### src/rtl/dac_segment_decoder.sv
// Segmented current-steering DAC front end: code split, LSB cell substitution and power sequencing.
// Define DAC_DWA_EN to rotate the thermometer cells (data-weighted averaging) instead of a fixed mapping.
module dac_segment_decoder #(
    parameter int SETTLE_CYC = 16,
    parameter int CODE_MAX   = 1151
) (
    input  logic        clk,
    input  logic        rstb,
    input  logic        en,
    input  logic [10:0] code,
    input  logic        code_valid,
    output logic        code_ready,
    input  logic        sub_lsb,
    input  logic [1:0]  atb_sel,
    output logic        pdb,
    output logic [16:0] therm_en,
    output logic [5:0]  bin_en,
    output logic        bin_red_en,
    output logic [1:0]  atb_ena,
    output logic        active,
    output logic        sat
);

    typedef enum logic [1:0] {
        ST_OFF,
        ST_SETTLE,
        ST_ACTIVE,
        ST_SHUTDOWN
    } state_t;

    localparam logic [10:0] CODE_MAX_C  = 11'(CODE_MAX);
    localparam logic [15:0] SETTLE_LOAD = 16'(SETTLE_CYC - 1);

    state_t      state;
    logic [15:0] settle_cnt;

    logic        over;
    logic [10:0] clamped;
    logic [4:0]  n_cells;
    logic [5:0]  bin_next;
    logic        red_next;
    logic [16:0] fixed_mask;
    logic [16:0] therm_next;

    assign code_ready = (state == ST_ACTIVE) && en;

    assign over       = code > CODE_MAX_C;
    assign clamped    = over ? CODE_MAX_C : code;
    assign n_cells    = clamped[10:6];
    assign bin_next   = sub_lsb ? {clamped[5:1], 1'b0} : clamped[5:0];
    assign red_next   = sub_lsb & clamped[0];
    // n_cells tops out at 17, which would overflow the 17-bit shift
    assign fixed_mask = (n_cells >= 5'd17) ? '1 : ((17'd1 << n_cells) - 17'd1);

`ifdef DAC_DWA_EN
    logic [4:0]  ptr;
    logic [4:0]  ptr_next;
    logic [5:0]  ptr_sum;
    logic [33:0] rot;

    // Rotate the n-cell run to start at ptr, folding the overflow back onto cell 0
    always_comb begin
        rot        = {17'b0, fixed_mask} << ptr;
        therm_next = rot[16:0] | rot[33:17];
        ptr_sum    = {1'b0, ptr} + {1'b0, n_cells};
        ptr_next   = ptr;
        if (n_cells != 5'd0 && n_cells < 5'd17) begin
            if (ptr_sum >= 6'd17)
                ptr_next = 5'(ptr_sum - 6'd17);
            else
                ptr_next = ptr_sum[4:0];
        end
    end
`else
    assign therm_next = fixed_mask;
`endif

    // Enables are cleared on the way into SHUTDOWN so they drop a cycle before pdb
    always_ff @(posedge clk or negedge rstb) begin
        if (!rstb) begin
            state      <= ST_OFF;
            settle_cnt <= '0;
            pdb        <= 1'b0;
            therm_en   <= '0;
            bin_en     <= '0;
            bin_red_en <= 1'b0;
            atb_ena    <= 2'b00;
            active     <= 1'b0;
            sat        <= 1'b0;
`ifdef DAC_DWA_EN
            ptr        <= '0;
`endif
        end else begin
            sat <= 1'b0;
            case (state)
                ST_OFF: begin
                    pdb     <= 1'b0;
                    active  <= 1'b0;
                    atb_ena <= 2'b00;
                    if (en) begin
                        state      <= ST_SETTLE;
                        pdb        <= 1'b1;
                        settle_cnt <= SETTLE_LOAD;
                        atb_ena    <= atb_sel;
                    end
                end
                ST_SETTLE: begin
                    if (!en) begin
                        state   <= ST_SHUTDOWN;
                        atb_ena <= 2'b00;
                    end else begin
                        atb_ena <= atb_sel;
                        if (settle_cnt == 16'd0) begin
                            state  <= ST_ACTIVE;
                            active <= 1'b1;
                        end else begin
                            settle_cnt <= settle_cnt - 16'd1;
                        end
                    end
                end
                ST_ACTIVE: begin
                    if (!en) begin
                        state      <= ST_SHUTDOWN;
                        active     <= 1'b0;
                        therm_en   <= '0;
                        bin_en     <= '0;
                        bin_red_en <= 1'b0;
                        atb_ena    <= 2'b00;
                    end else begin
                        atb_ena <= atb_sel;
                        if (code_valid) begin
                            therm_en   <= therm_next;
                            bin_en     <= bin_next;
                            bin_red_en <= red_next;
                            sat        <= over;
`ifdef DAC_DWA_EN
                            ptr        <= ptr_next;
`endif
                        end
                    end
                end
                ST_SHUTDOWN: begin
                    state      <= ST_OFF;
                    pdb        <= 1'b0;
                    active     <= 1'b0;
                    therm_en   <= '0;
                    bin_en     <= '0;
                    bin_red_en <= 1'b0;
                    atb_ena    <= 2'b00;
`ifdef DAC_DWA_EN
                    ptr        <= '0;
`endif
                end
                default: state <= ST_OFF;
            endcase
        end
    end

endmodule

### config.mk
export PLATFORM = sky130hd
export DESIGN_NAME = dac_segment_decoder
export DESIGN_NICKNAME = d
export VERILOG_FILES = /design/src/rtl/dac_segment_decoder.sv
export SDC_FILE = /design/constraint.sdc
export NUM_CORES = 1
export LEC_CHECK = 0
export ABC_AREA = 0
export BUFFER_PORTS_ARGS = -buffer_cell sky130_fd_sc_hd__buf_2
export CAP_MARGIN = 20
export CORE_UTILIZATION = 45
export DETAILED_ROUTE_END_ITERATION = 6
export PLACE_DENSITY = 0.66
export SETUP_SLACK_MARGIN = 0.1
export SKIP_LAST_GASP = 1
export SLEW_MARGIN = 20
export SYNTH_ARGS = -nofsm -noshare
export SYNTH_HDL_FRONTEND = slang
export SYNTH_SLANG_ARGS = --single-unit
### constraint.sdc
create_clock -name clk -period 4 [get_ports clk]
set_input_delay 0.4 -clock clk [delete_from_list [all_inputs] [get_ports clk]]
set_output_delay 0.4 -clock clk [all_outputs]
set_load 0.01 [all_outputs]
==> report_table.html <==
<table>
<tr><th>Metric</th><th>Value</th></tr>
<tr><th colspan="2">Run status</th></tr>
<tr><td>Run status</td><td>finished, final reports clean</td></tr>
<tr><th colspan="2">Yosys</th></tr>
<tr><td>Post-synthesis instance area</td><td>2650 um^2</td></tr>
<tr><td>Count of mapped cells out of synthesis</td><td>between 200 and 300</td></tr>
<tr><td>Number of enable flip-flop cells after synthesis</td><td>0</td></tr>
<tr><td>Async set or reset register ratio after synthesis</td><td>100%</td></tr>
<tr><td>Yosys warning total</td><td>0</td></tr>
<tr><td>FF+latch count, synth</td><td>47</td></tr>
<tr><td>Ys flop type</td><td>dfrtp_1</td></tr>
<tr><td>Net count after synthesis</td><td>between 300 and 400</td></tr>
<tr><td>Yosys cell types</td><td>53</td></tr>
<tr><td>Seq/Total Area, Yosys</td><td>between 40% and 50%</td></tr>
<tr><td>Syn Area/Cell</td><td>between 9 and 10 um^2</td></tr>
<tr><th colspan="2">Setup path</th></tr>
<tr><td>Critical path data arrival time</td><td>2700 ps</td></tr>
<tr><td>Maximum fanout count along the critical path</td><td>11</td></tr>
<tr><td>Startpoint Class</td><td>flip-flop</td></tr>
<tr><td>Worst path max stage delay</td><td>roughly 550 ps</td></tr>
<tr><td>Number of buffers and inverters on the critical path</td><td>1</td></tr>
<tr><td>Type of the setup path with the least slack</td><td>reg2reg</td></tr>
<tr><td>Slowest CP cell</td><td>or4b_4</td></tr>
<tr><td>Required time of the critical path</td><td>approximately 4200 ps</td></tr>
<tr><td>Endpoint type of the worst setup path</td><td>flip-flop</td></tr>
<tr><td>Delay-heaviest family, CP</td><td>simple AND/OR/NAND/NOR gates</td></tr>
<tr><td>Chain of cells forming the critical path</td><td>inv_1 -&gt; ha_1 -&gt; or4b_4 -&gt; nor4_4 -&gt; a21oi_2 -&gt; mux2_4</td></tr>
<tr><th colspan="2">Global route</th></tr>
<tr><td>First-pass GRT wire length</td><td>10,400 um</td></tr>
<tr><td>Aggregate global-route resource usage</td><td>between 20% and 30%</td></tr>
<tr><td>Overall overflow remaining after global route</td><td>0</td></tr>
<tr><td>Initial antenna violation count</td><td>0</td></tr>
<tr><td>Maximum number of pins on one net before global-route repair</td><td>48</td></tr>
<tr><td>Number of global-route vias before repair</td><td>~2,200</td></tr>
<tr><th colspan="2">CTS</th></tr>
<tr><td>Number of buffers inserted for hold repair after clock tree synthesis</td><td>0</td></tr>
<tr><td>Sink Count</td><td>47</td></tr>
<tr><td>Quantity of gates resized following cts</td><td>0</td></tr>
<tr><td>Insertion delay of the later-clocked pin in the worst-skew pair</td><td>around 300 ps</td></tr>
<tr><td>TritonCTS Buffers</td><td>5</td></tr>
<tr><td>TritonCTS clock tree</td><td>yes</td></tr>
<tr><td>Worst-path clk slew</td><td>90 ps</td></tr>
<tr><td>Number of buffers on the longest clock path</td><td>2</td></tr>
<tr><td>Root buffer selected by CTS</td><td>clkbuf_8</td></tr>
<tr><td>Setup Fix Bufs, Post-CTS</td><td>0</td></tr>
<tr><td>Number of levels in the clock H-tree</td><td>2</td></tr>
<tr><th colspan="2">STA</th></tr>
<tr><td>Sum Neg Setup Slack</td><td>0 ps</td></tr>
<tr><td>Crit path time final</td><td>roughly 2500 ps</td></tr>
<tr><td>Period utilization</td><td>62.4%</td></tr>
<tr><td>Max-slew headroom</td><td>between 30 and 40%</td></tr>
<tr><td>Final setup violation count</td><td>0</td></tr>
<tr><td>Maximum operating frequency</td><td>about 400 MHz</td></tr>
<tr><td>Setup WS post-layout</td><td>about 1500 ps</td></tr>
<tr><td>Least-Margin Pin Slew</td><td>approximately 1000 ps</td></tr>
<tr><td>Number of max-slew violations in the final report</td><td>0</td></tr>
<tr><td>RSZ-0062 raised after global routing</td><td>false</td></tr>
<tr><td>Count of endpoints failing hold in the final timing report</td><td>0</td></tr>
<tr><td>Final setup skew</td><td>between 9 and 10 ps</td></tr>
<tr><th colspan="2">Routing</th></tr>
<tr><td>Detailed-route vias per instance</td><td>5.82</td></tr>
<tr><td>Total wire length after detailed routing</td><td>around 6000 um</td></tr>
<tr><td>Remaining DRCs</td><td>0</td></tr>
<tr><td>Average wire length per cell after detail routing</td><td>roughly 15 um</td></tr>
<tr><td>Total via count after detailed routing</td><td>about 2,300</td></tr>
<tr><td>Routed Antenna Nets</td><td>0</td></tr>
<tr><td>DR pass1 iterations</td><td>4</td></tr>
<tr><td>Iteration-0 DRC Markers</td><td>128</td></tr>
<tr><th colspan="2">Final layout</th></tr>
<tr><td>Number of inserted diodes</td><td>0</td></tr>
<tr><td>Area grow syn2layout</td><td>14.7%</td></tr>
<tr><td>Fraction of final layout cells sized beyond drive strength 1</td><td>22.3%</td></tr>
<tr><td>Commonest cells after routing, fill and taps aside</td><td>47 x dfrtp_1, 46 x buf_2, 37 x nand2_1</td></tr>
<tr><td>Final nets</td><td>~350</td></tr>
<tr><td>Most frequent standard cell in the layout excluding fill and tap cells</td><td>dfrtp_1</td></tr>
<tr><th colspan="2">Floorplan</th></tr>
<tr><td>Starting density of the core</td><td>47.5%</td></tr>
<tr><td>Row count</td><td>27</td></tr>
<tr><td>Die outline width</td><td>about 80 um</td></tr>
<tr><td>Die span in y</td><td>78.7 um</td></tr>
<tr><td>Top-level port count</td><td>48</td></tr>
<tr><td>Area of the core region</td><td>5570 um^2</td></tr>
<tr><td>Area enclosed by the die boundary</td><td>between 6000 and 7000 um^2</td></tr>
<tr><th colspan="2">Power and ir drop</th></tr>
<tr><td>Pwr per Cell Area</td><td>approximately 600 nW/um^2</td></tr>
<tr><td>Max rail drop VDD</td><td>about 330 uV</td></tr>
<tr><td>Lkg Pwr</td><td>1.44 nW</td></tr>
<tr><th colspan="2">Worst hold path</th></tr>
<tr><td>Worst hold path class</td><td>in2async</td></tr>
<tr><th colspan="2">Place</th></tr>
<tr><td>GPL Wtd Cong</td><td>~0.85</td></tr>
<tr><td>Worst-case setup slack after placement</td><td>around 1500 ps</td></tr>
<tr><td>Number of input and output port buffers inserted</td><td>47</td></tr>
<tr><td>Half-perimeter wire length after placement</td><td>roughly 4200 um</td></tr>
<tr><th colspan="2">Flow run</th></tr>
<tr><td>Number of maximum-capacitance constraint violations</td><td>0</td></tr>
</table>
[sequential cells by signal, indices dropped and copies added, names as in the netlist]
| register | cells |
|---|---|
| active | 1 |
| sat | 1 |
| atb_ena | 2 |
| pdb | 1 |
| state | 2 |
| bin_en | 6 |
| therm_en | 17 |
| settle_cnt | 16 |
| bin_red_en | 1 |
[kinds of logic after synthesis]
| group | synth area share (%) |
|---|---|
| compound gates | 21.0 |
| simple gates | 24.0 |
| flops | 44.4 |
| fa+ha+maj | 2.84 |
| mux | 4.16 |
| buf+inv | 3.55 |
[routing by layer]
| metal | vias to the layer above | GRT usage (%) | wire, um |
|---|---|---|---|
| met5 | - | 0 | 0 |
| met4 | 0 | 8.33 | 88 |
| met3 | 8 | 4.19 | 231 |
| met2 | 48 | 35.5 | 2900 |
| met1 | 1116 | 27.3 | 2840 |
| li1 | 1128 | - | - |
[layout make-up]
class                   count  area (um^2)
clock buffers               6         82.6
clock inverters             2         35.0
fillers                   527         2540
inverters                   8         30.0
multi-input cells         213         1380
flip-flops and latches     47         1180
well taps                  72         90.1
repair buffers             47          238
[cell usage after synthesis (4+ instances only)]
| cell type | number | area (um^2) |
|---|---|---|
| o31ai_1 | 7 | 52.6 |
| or2_2 | 4 | 25.0 |
| inv_1 | 8 | 30.0 |
| dfrtp_1 | 47 | 1180 |
| mux2_2 | 4 | 45.0 |
| clkbuf_1 | 13 | 48.8 |
| nand2b_1 | 5 | 31.3 |
| a21oi_1 | 21 | 105 |
| or3_1 | 5 | 31.3 |
| o21ai_1 | 4 | 20.0 |
| o21ai_0 | 20 | 100 |
| nor2_1 | 16 | 60.1 |
| a22o_1 | 6 | 52.6 |
| or4_1 | 6 | 45.0 |
| mux2i_1 | 5 | 50.1 |
| ha_1 | 6 | 75.1 |
| nor3_1 | 7 | 35.0 |
| nand2_1 | 37 | 139 |
| and2_1 | 5 | 31.3 |
[final timing paths]
check	start	to	slack [ps]	cells after the start
min reg2reg	bin_en[2]$_DFFE_PN0P_	bin_en[2]$_DFFE_PN0P_	460	2
max	state[1]$_DFFE_PN0P_	settle_cnt[1]$_DFFE_PN0P_	1500	6
min	rstb	atb_ena[0]$_DFF_PN0_	100	1
min in group clk	atb_sel[0]	atb_ena[0]$_DFF_PN0_	300	2
max in group asynchronous	rstb	therm_en[1]$_DFFE_PN0P_	3490	1
max reg2reg	state[1]$_DFFE_PN0P_	settle_cnt[1]$_DFFE_PN0P_	1500	6
[through the flow]
| stage | cell area, um^2 | power, mW | hold slack, ps | utilization, % | cells |
|---|---|---|---|---|---|
| after detailed placement | 2910 | 1.50 | 452 | 52.3 | 387 |
| after CTS | 3030 | 1.87 | 295 | 54.4 | 395 |
| after floorplan | 2650 | 1.24 | 104 | - | 284 |
| final | 3030 | 1.86 | 95.0 | 54.4 | 395 |
| after global routing | 3030 | 1.99 | 149 | 54.4 | 395 |
| after global placement | 2910 | 1.48 | 444 | 52.3 | 387 |
[where the power goes]
group	switching (mW)	internal [mW]	leakage, nW
Clock	0.165	0.202	0.0612
Sequential	0.106	0.623	0.620
Combinational	0.454	0.305	0.762
Total	0.725	1.13	1.44
Power figures use the tool's default switching activity.
